File: src/rtl/uart_pkg.sv
// Shared definitions for the UART TX arbiter: frame header bytes,
// arbiter state encoding and the header legality check.
package uart_pkg;

    localparam int FRAME_W = 56;

    localparam logic [7:0] UART_SG_ADS_SEND_DATA = 8'hAA;
    localparam logic [7:0] UART_SG_ADS_READ_REG  = 8'h61;
    localparam logic [7:0] UART_SG_MPR_READ_REG  = 8'h6D;
    localparam logic [7:0] UART_SG_MPR_SEND_DATA = 8'hBB;

    typedef enum logic [1:0] {
        ST_IDLE = 2'd0,
        ST_REQ  = 2'd1,
        ST_SEND = 2'd2
    } arb_state_t;

    // Only these headers are forwarded to uart_controller; anything else is dropped.
    function automatic logic header_legal(input logic [7:0] hdr);
        return (hdr == UART_SG_ADS_SEND_DATA) ||
               (hdr == UART_SG_ADS_READ_REG)  ||
               (hdr == UART_SG_MPR_READ_REG);
    endfunction

endpackage

File: src/rtl/rr_arb2.sv
// Two-way round-robin arbiter. The pointer names the requester favoured on
// a tie; after every advance it moves to the side that did not win.
module rr_arb2 (
    input  logic       i_CLK,
    input  logic       i_RSTN,
    input  logic [1:0] req,
    input  logic       advance,
    output logic [1:0] gnt
);

    logic ptr;

    // Grant the favoured requester if it asks, otherwise the other one.
    always_comb begin
        gnt = 2'b00;
        if (!ptr) begin
            if (req[0])      gnt = 2'b01;
            else if (req[1]) gnt = 2'b10;
        end else begin
            if (req[1])      gnt = 2'b10;
            else if (req[0]) gnt = 2'b01;
        end
    end

    // Pointer moves to the loser of each consumed grant; reset favours req[0].
    always_ff @(posedge i_CLK or negedge i_RSTN) begin
        if (!i_RSTN)
            ptr <= 1'b0;
        else if (advance && (gnt != 2'b00))
            ptr <= gnt[0];
    end

endmodule

File: src/rtl/uart_tx_arbiter.sv
// Shares the 56-bit uart_controller TX frame port among REG, ADS and MPR
// sources. REG has fixed priority; ADS and MPR alternate via rr_arb2.
// Optional feature: define UART_TX_ARB_TIMEOUT_EN to abort a transfer that
// stays in ST_REQ/ST_SEND for TIMEOUT_CYCLES cycles.
//
//   state   | meaning
//   --------+---------------------------------------------------------
//   ST_IDLE | no frame in flight; grants allowed while controller ready
//   ST_REQ  | TX valid high, waiting for controller to drop ready
//   ST_SEND | controller busy with the frame, waiting for ready again
module uart_tx_arbiter
    import uart_pkg::*;
#(
    parameter logic [15:0] TIMEOUT_CYCLES = 16'd65535
) (
    input  logic               i_CLK,
    input  logic               i_RSTN,
    input  logic [FRAME_W-1:0] i_REG_DATA,
    input  logic               i_REG_VALID,
    output logic               o_REG_READY,
    input  logic [FRAME_W-1:0] i_ADS_DATA,
    input  logic               i_ADS_VALID,
    output logic               o_ADS_READY,
    input  logic [FRAME_W-1:0] i_MPR_DATA,
    input  logic               i_MPR_VALID,
    output logic               o_MPR_READY,
    output logic [FRAME_W-1:0] o_UART_DATA_TX,
    output logic               o_UART_DATA_TX_VALID,
    input  logic               i_UART_DATA_TX_READY,
    output logic               o_BUSY,
    output logic               o_DROP,
    output logic               o_TIMEOUT
);

    arb_state_t         state;
    logic [FRAME_W-1:0] frame_q;
    logic               tx_valid_q;
    logic               drop_q;
    logic               timeout_q;

    logic               grant_ok;
    logic [1:0]         pair_gnt;
    logic               reg_take;
    logic               ads_take;
    logic               mpr_take;
    logic               any_take;
    logic [FRAME_W-1:0] win_data;
    logic               timeout_hit;

    // Reset is folded in so no source sees READY while the block is held in reset.
    assign grant_ok = (state == ST_IDLE) && i_UART_DATA_TX_READY && i_RSTN;

    rr_arb2 u_rr_arb2 (
        .i_CLK   (i_CLK),
        .i_RSTN  (i_RSTN),
        .req     ({i_MPR_VALID, i_ADS_VALID}),
        .advance (ads_take || mpr_take),
        .gnt     (pair_gnt)
    );

    assign reg_take = grant_ok && i_REG_VALID;
    assign ads_take = grant_ok && !i_REG_VALID && pair_gnt[0];
    assign mpr_take = grant_ok && !i_REG_VALID && pair_gnt[1];
    assign any_take = reg_take || ads_take || mpr_take;

    // Frame of whichever source wins this cycle.
    always_comb begin
        win_data = i_MPR_DATA;
        if (reg_take)
            win_data = i_REG_DATA;
        else if (ads_take)
            win_data = i_ADS_DATA;
    end

`ifdef UART_TX_ARB_TIMEOUT_EN
    logic [15:0] tmo_cnt;

    // Counts cycles spent outside ST_IDLE; zero on the first ST_REQ cycle.
    always_ff @(posedge i_CLK or negedge i_RSTN) begin
        if (!i_RSTN)
            tmo_cnt <= '0;
        else if (state == ST_IDLE)
            tmo_cnt <= '0;
        else
            tmo_cnt <= tmo_cnt + 16'd1;
    end

    assign timeout_hit = (state != ST_IDLE) && (tmo_cnt == (TIMEOUT_CYCLES - 16'd1));
`else
    logic unused_timeout_cycles;
    assign unused_timeout_cycles = ^TIMEOUT_CYCLES;
    assign timeout_hit           = 1'b0;
`endif

    // Transfer sequencing with registered TX valid, drop and timeout pulses.
    always_ff @(posedge i_CLK or negedge i_RSTN) begin
        if (!i_RSTN) begin
            state      <= ST_IDLE;
            frame_q    <= '0;
            tx_valid_q <= 1'b0;
            drop_q     <= 1'b0;
            timeout_q  <= 1'b0;
        end else begin
            drop_q    <= 1'b0;
            timeout_q <= 1'b0;
            if (timeout_hit) begin
                state      <= ST_IDLE;
                tx_valid_q <= 1'b0;
                timeout_q  <= 1'b1;
            end else begin
                case (state)
                    ST_IDLE: begin
                        if (any_take) begin
                            frame_q <= win_data;
                            if (header_legal(win_data[FRAME_W-1 -: 8])) begin
                                state      <= ST_REQ;
                                tx_valid_q <= 1'b1;
                            end else begin
                                drop_q <= 1'b1;
                            end
                        end
                    end
                    ST_REQ: begin
                        if (!i_UART_DATA_TX_READY) begin
                            state      <= ST_SEND;
                            tx_valid_q <= 1'b0;
                        end
                    end
                    ST_SEND: begin
                        if (i_UART_DATA_TX_READY)
                            state <= ST_IDLE;
                    end
                    default: begin
                        state      <= ST_IDLE;
                        tx_valid_q <= 1'b0;
                    end
                endcase
            end
        end
    end

    assign o_REG_READY          = reg_take;
    assign o_ADS_READY          = ads_take;
    assign o_MPR_READY          = mpr_take;
    assign o_UART_DATA_TX       = frame_q;
    assign o_UART_DATA_TX_VALID = tx_valid_q;
    assign o_BUSY               = (state != ST_IDLE);
    assign o_DROP               = drop_q;
    assign o_TIMEOUT            = timeout_q;

endmodule

File: config.mk
export PLATFORM = sky130hd
export DESIGN_NAME = uart_tx_arbiter
export DESIGN_NICKNAME = d
export VERILOG_FILES = /design/src/rtl/uart_pkg.sv /design/src/rtl/rr_arb2.sv /design/src/rtl/uart_tx_arbiter.sv
export SDC_FILE = /design/constraint.sdc
export NUM_CORES = 1
export LEC_CHECK = 0
export ABC_AREA = 1
export BUFFER_PORTS_ARGS = -buffer_cell sky130_fd_sc_hd__buf_2
export CORE_MARGIN = 3
export CORE_UTILIZATION = 30
export DETAILED_ROUTE_END_ITERATION = 12
export GPL_TIMING_DRIVEN = 0
export HOLD_SLACK_MARGIN = 0.06
export PLACE_DENSITY = 0.6
export SLEW_MARGIN = 20
export SYNTH_ARGS = -nofsm -noshare
export SYNTH_HDL_FRONTEND = slang
export SYNTH_SLANG_ARGS = --single-unit
File: constraint.sdc
create_clock -name i_CLK -period 3.33 [get_ports i_CLK]
set_clock_uncertainty 0.05 [all_clocks]
set_input_delay 0.333 -clock i_CLK [delete_from_list [all_inputs] [get_ports i_CLK]]
set_output_delay 0.333 -clock i_CLK [all_outputs]
set_load 0.005 [all_outputs]
==> metrics.log <==
INFO  metric grt-busiest-layer = met2
INFO  metric timing.critical_path.arrival = ~2.5 ns
INFO  metric slowest_cell_on_the_critical_path = sky130_fd_sc_hd__dlygate4sd3_1
INFO  metric drt-wirelength-per-cell = ~15 microns
INFO  metric layout_stage_area_growth_over_the_synthesis_result = 46.02%
INFO  metric cts_max_path_bufs = 2
INFO  metric final_net_count = 950
INFO  metric worst_ir_drop_vdd = around 0.19 mV
INFO  metric final_layout_size_suffix_gt1_share = between 30 and 40%
INFO  metric cts.repair.resized = 0
INFO  metric globalplace.congestion = around 0.83
INFO  metric swShare = approximately 30%
INFO  metric fin_area = roughly 5400 sq um
INFO  metric intPower = about 0.0018 W
INFO  metric slowest_delay = approximately 0.52 ns
INFO  metric setup_repair_after_global_routing_missed_its_margin = false
INFO  metric h-tree-depth = 3
INFO  metric tritoncts = yes
INFO  metric relative_contribution_of_sequential_cells_to_total_power = a little under two fifths
INFO  metric ys_seq_elements = just over 60
INFO  metric drc = 0
INFO  metric floorplan.initialDensity = between 30% and 40%
INFO  metric cp.buffers_inverters = 5
INFO  metric timing_hold_violations_final = 0
INFO  metric cts_setup_buffers = 0
INFO  metric first_iter_violations = roughly 270
INFO  metric setup.worst_path.start = i_RSTN
INFO  metric period_minus_slack = ~2.9 ns
INFO  metric finish.utilization = 45.06%
INFO  metric grt_antenna_before_repair = 0
INFO  metric timing.rr.start = state[0]
INFO  metric num_vias = 4468
INFO  metric clock_power_share = 35.8%
INFO  metric routed_via_density = around 4.7
INFO  metric ys_types = 29
INFO  metric globalRouteMet1Util = 24.46%
INFO  metric number_of_violations_of_the_max_capacitance_limit = 0
INFO  metric crit_path_max_fanout = 30
INFO  metric crit_path_end_kind = primary output
INFO  metric design.portCount = 237
INFO  metric n_antenna_cell = 0
INFO  metric cts_inserted_buffers = 9
INFO  metric run_status = completed
INFO  metric place.port_buffers = 235
INFO  metric layout_commonest_cell = sky130_fd_sc_hd__buf_2
INFO  metric die_h = 117.4 microns
INFO  metric fp_rows = 40
INFO  metric crit_family = buffers and inverters
INFO  metric logic_gate_share_of_total_power = between 20% and 30%
INFO  metric max_clock_freq = 349.1 MHz
INFO  metric drtAntennaViolNets = 0
INFO  metric mappedNetlistNets = 702
INFO  metric cts_sinks = 61
INFO  metric worst_setup_hold_path_clk_slew = roughly 0.050 ns
INFO  metric maxSlewViolCount = 0
INFO  metric drt_pre_antenna_iters = 4
INFO  metric path_cells = dlygate4sd3_1 -> buf_4 -> nand2_2 -> nor2_4 -> nand3_4 -> inv_2 -> clkbuf_1 -> buf_2
INFO  metric critical_path.startpoint_type = input port
INFO  metric grtUsageTotal = roughly a fifth
INFO  metric first_global_vias = 4526
INFO  metric cell_area_after_synthesis = 3722 sq um
INFO  metric layout_common_cells = sky130_fd_sc_hd__buf_2, sky130_fd_sc_hd__nand2_1, sky130_fd_sc_hd__dfrtp_1, sky130_fd_sc_hd__nand3_1, sky130_fd_sc_hd__o211ai_1
INFO  metric yosys_warnings = 0
INFO  metric avgSynthCellArea = 7.050 sq um
INFO  metric gr-total-overflow = 0
INFO  metric cellLeakagePower = 3.087 nW
INFO  metric final_critical_path_setup_slack = about 0.47 ns
INFO  metric grt_max_degree = 34
INFO  metric grt_first_pass_wirelength = roughly 23000 microns
INFO  metric clockRootBuffer = sky130_fd_sc_hd__clkbuf_16
INFO  metric setup_violations = 0
INFO  metric relative_max_transition_margin = 66.08%
INFO  metric drt-total-wl = roughly 14000 microns
INFO  metric cts_hold_buffers = 1
INFO  metric switching_power = 0.0007655 W
INFO  metric worst_skew_pair.late_latency = between 0.3 and 0.4 ns
INFO  metric die_area = 13780 sq um
INFO  metric postSynthCellCount = around 530
INFO  metric holdCritStartpoint = i_REG_DATA[0]
INFO  metric yosysSeqAreaShare = just over 40%
INFO  metric worst_setup_slack_after_placement = ~0.91 ns
INFO  metric tightest_slew = about 0.5 ns
INFO  metric use_met3 = approximately 5.1%
INFO  metric setup_tns = 0 ns
INFO  metric criticalPathCategory = input port to primary output
INFO  metric required = just under 3 ns
INFO  metric post-route-period-util = a little under nine tenths
INFO  metric chipWidth = about 120 microns
INFO  metric use_met2 = between 30% and 40%
INFO  metric placement.cell_area = 5131 sq um
INFO  metric power.density_cell_area = 473.5 nW/um^2
INFO  metric core = 12060 sq um
INFO  metric dp.final_hpwl = roughly 11000 microns
INFO  metric worstHoldPathType = input port to register
## stage by stage
step	cells	total power [W]	hold slack [ns]
after global routing	949	0.002732	0.2013
final	949	0.002574	0.1991
after global placement	931	0.001653	0.4114
after floorplan	528	0.001289	-0.01259
after CTS	949	0.002605	0.1835
after detailed placement	932	0.001668	0.2447
## path summary, 6_finish.rpt
kind / end / slack, ns / cells past startpoint
max reg2reg: o_UART_DATA_TX[37] / 1.30 / 11
min: o_UART_DATA_TX[0] / 0.20 / 3
max: o_ADS_READY / 0.47 / 8
max in group asynchronous: o_UART_DATA_TX[19] / 2.27 / 3
min in group asynchronous: o_UART_DATA_TX[36] / 0.43 / 2
min reg2reg: o_UART_DATA_TX[15] / 0.42 / 2
## Yosys cell counts
| library cell | count | area (sq um) |
|---|---|---|
| sky130_fd_sc_hd__nand2_1 | 236 | 885.9 |
| sky130_fd_sc_hd__dfrtp_1 | 61 | 1526 |
| sky130_fd_sc_hd__nand3_1 | 51 | 255.2 |
| sky130_fd_sc_hd__o211ai_1 | 41 | 307.8 |
| sky130_fd_sc_hd__buf_2 | 20 | 100.1 |
| sky130_fd_sc_hd__nor2_1 | 18 | 67.56 |
| sky130_fd_sc_hd__o21ai_0 | 14 | 70.07 |
| sky130_fd_sc_hd__clkbuf_1 | 13 | 48.80 |
| sky130_fd_sc_hd__nand4_1 | 12 | 75.07 |
| sky130_fd_sc_hd__inv_1 | 11 | 41.29 |
| sky130_fd_sc_hd__a21oi_1 | 9 | 45.04 |
| sky130_fd_sc_hd__a31oi_1 | 9 | 56.30 |
| sky130_fd_sc_hd__or2_2 | 6 | 37.54 |
| sky130_fd_sc_hd__buf_4 | 4 | 30.03 |
| sky130_fd_sc_hd__inv_2 | 4 | 15.01 |
| sky130_fd_sc_hd__or2_1 | 3 | 18.77 |
| sky130_fd_sc_hd__buf_6 | 2 | 22.52 |
| sky130_fd_sc_hd__nand2_4 | 2 | 22.52 |
| sky130_fd_sc_hd__o21ai_1 | 2 | 10.01 |
| sky130_fd_sc_hd__a21oi_2 | 1 | 8.760 |
| sky130_fd_sc_hd__buf_1 | 1 | 3.750 |
| sky130_fd_sc_hd__conb_1 | 1 | 3.750 |
| sky130_fd_sc_hd__nand2_2 | 1 | 6.260 |
| sky130_fd_sc_hd__nand3_2 | 1 | 10.01 |
| sky130_fd_sc_hd__nand3_4 | 1 | 17.52 |
| sky130_fd_sc_hd__nor2_2 | 1 | 6.260 |
| sky130_fd_sc_hd__nor2_4 | 1 | 11.26 |
| sky130_fd_sc_hd__nor4_2 | 1 | 12.51 |
| sky130_fd_sc_hd__or2_0 | 1 | 6.260 |
## power groups by stage
| stage | Combinational, W | Sequential, W | Clock (W) |
|---|---|---|---|
| after detailed placement | 0.000673 | 0.000996 | 0 |
| after CTS | 0.000674 | 0.000989 | 0.000942 |
| after global placement | 0.000659 | 0.000994 | 0 |
| final | 0.000663 | 0.000989 | 0.000922 |
| after global routing | 0.000752 | 0.00101 | 0.000971 |
| after floorplan | 0.000283 | 0.00101 | 0 |
## registers in the layout, indices dropped and copies added (netlist names)
register,cells
state,2
o_UART_DATA_TX,56
u_rr_arb2.ptr,1
o_UART_DATA_TX_VALID,1
o_DROP,1
## area by class of cell
cell class,count,area [sq um]
plain buffers,40,205.2
clock buffers,12,246.5
clock inverters,4,47.55
fillers,1304,6626
inverters,15,56.30
multi-input cells,412,1934
flip-flops and latches,61,1526
well taps,168,210.2
repair buffers,237,1209
## worst min-delay path, cell delays in order
cell	delay [ns]
sky130_fd_sc_hd__buf_2	0.07
sky130_fd_sc_hd__o21ai_0	0.07
sky130_fd_sc_hd__nand2_1	0.06
## metal layers
| metal | vias to the layer above | share of wire, % |
|---|---|---|
| met5 | - | 0 |
| met4 | 0 | 1.0 |
| met3 | 12 | 7.3 |
| met2 | 174 | 49 |
| met1 | 2036 | 42 |
| li1 | 2246 | - |
## kinds of logic (layout without fill, tap and decap cells)
logic type             count (synthesis)  after routing  share of synthesized area [%]
DFF                                   61             61                          41.01
and+or+nand+nor                      335            335                          38.49
AOI/OAI and AO/OA                     76             76                          13.38
buffers and inverters                 55            308                          7.025
other                                  1              1                         0.1007
Note: power is estimated with default switching activity, not from simulation.
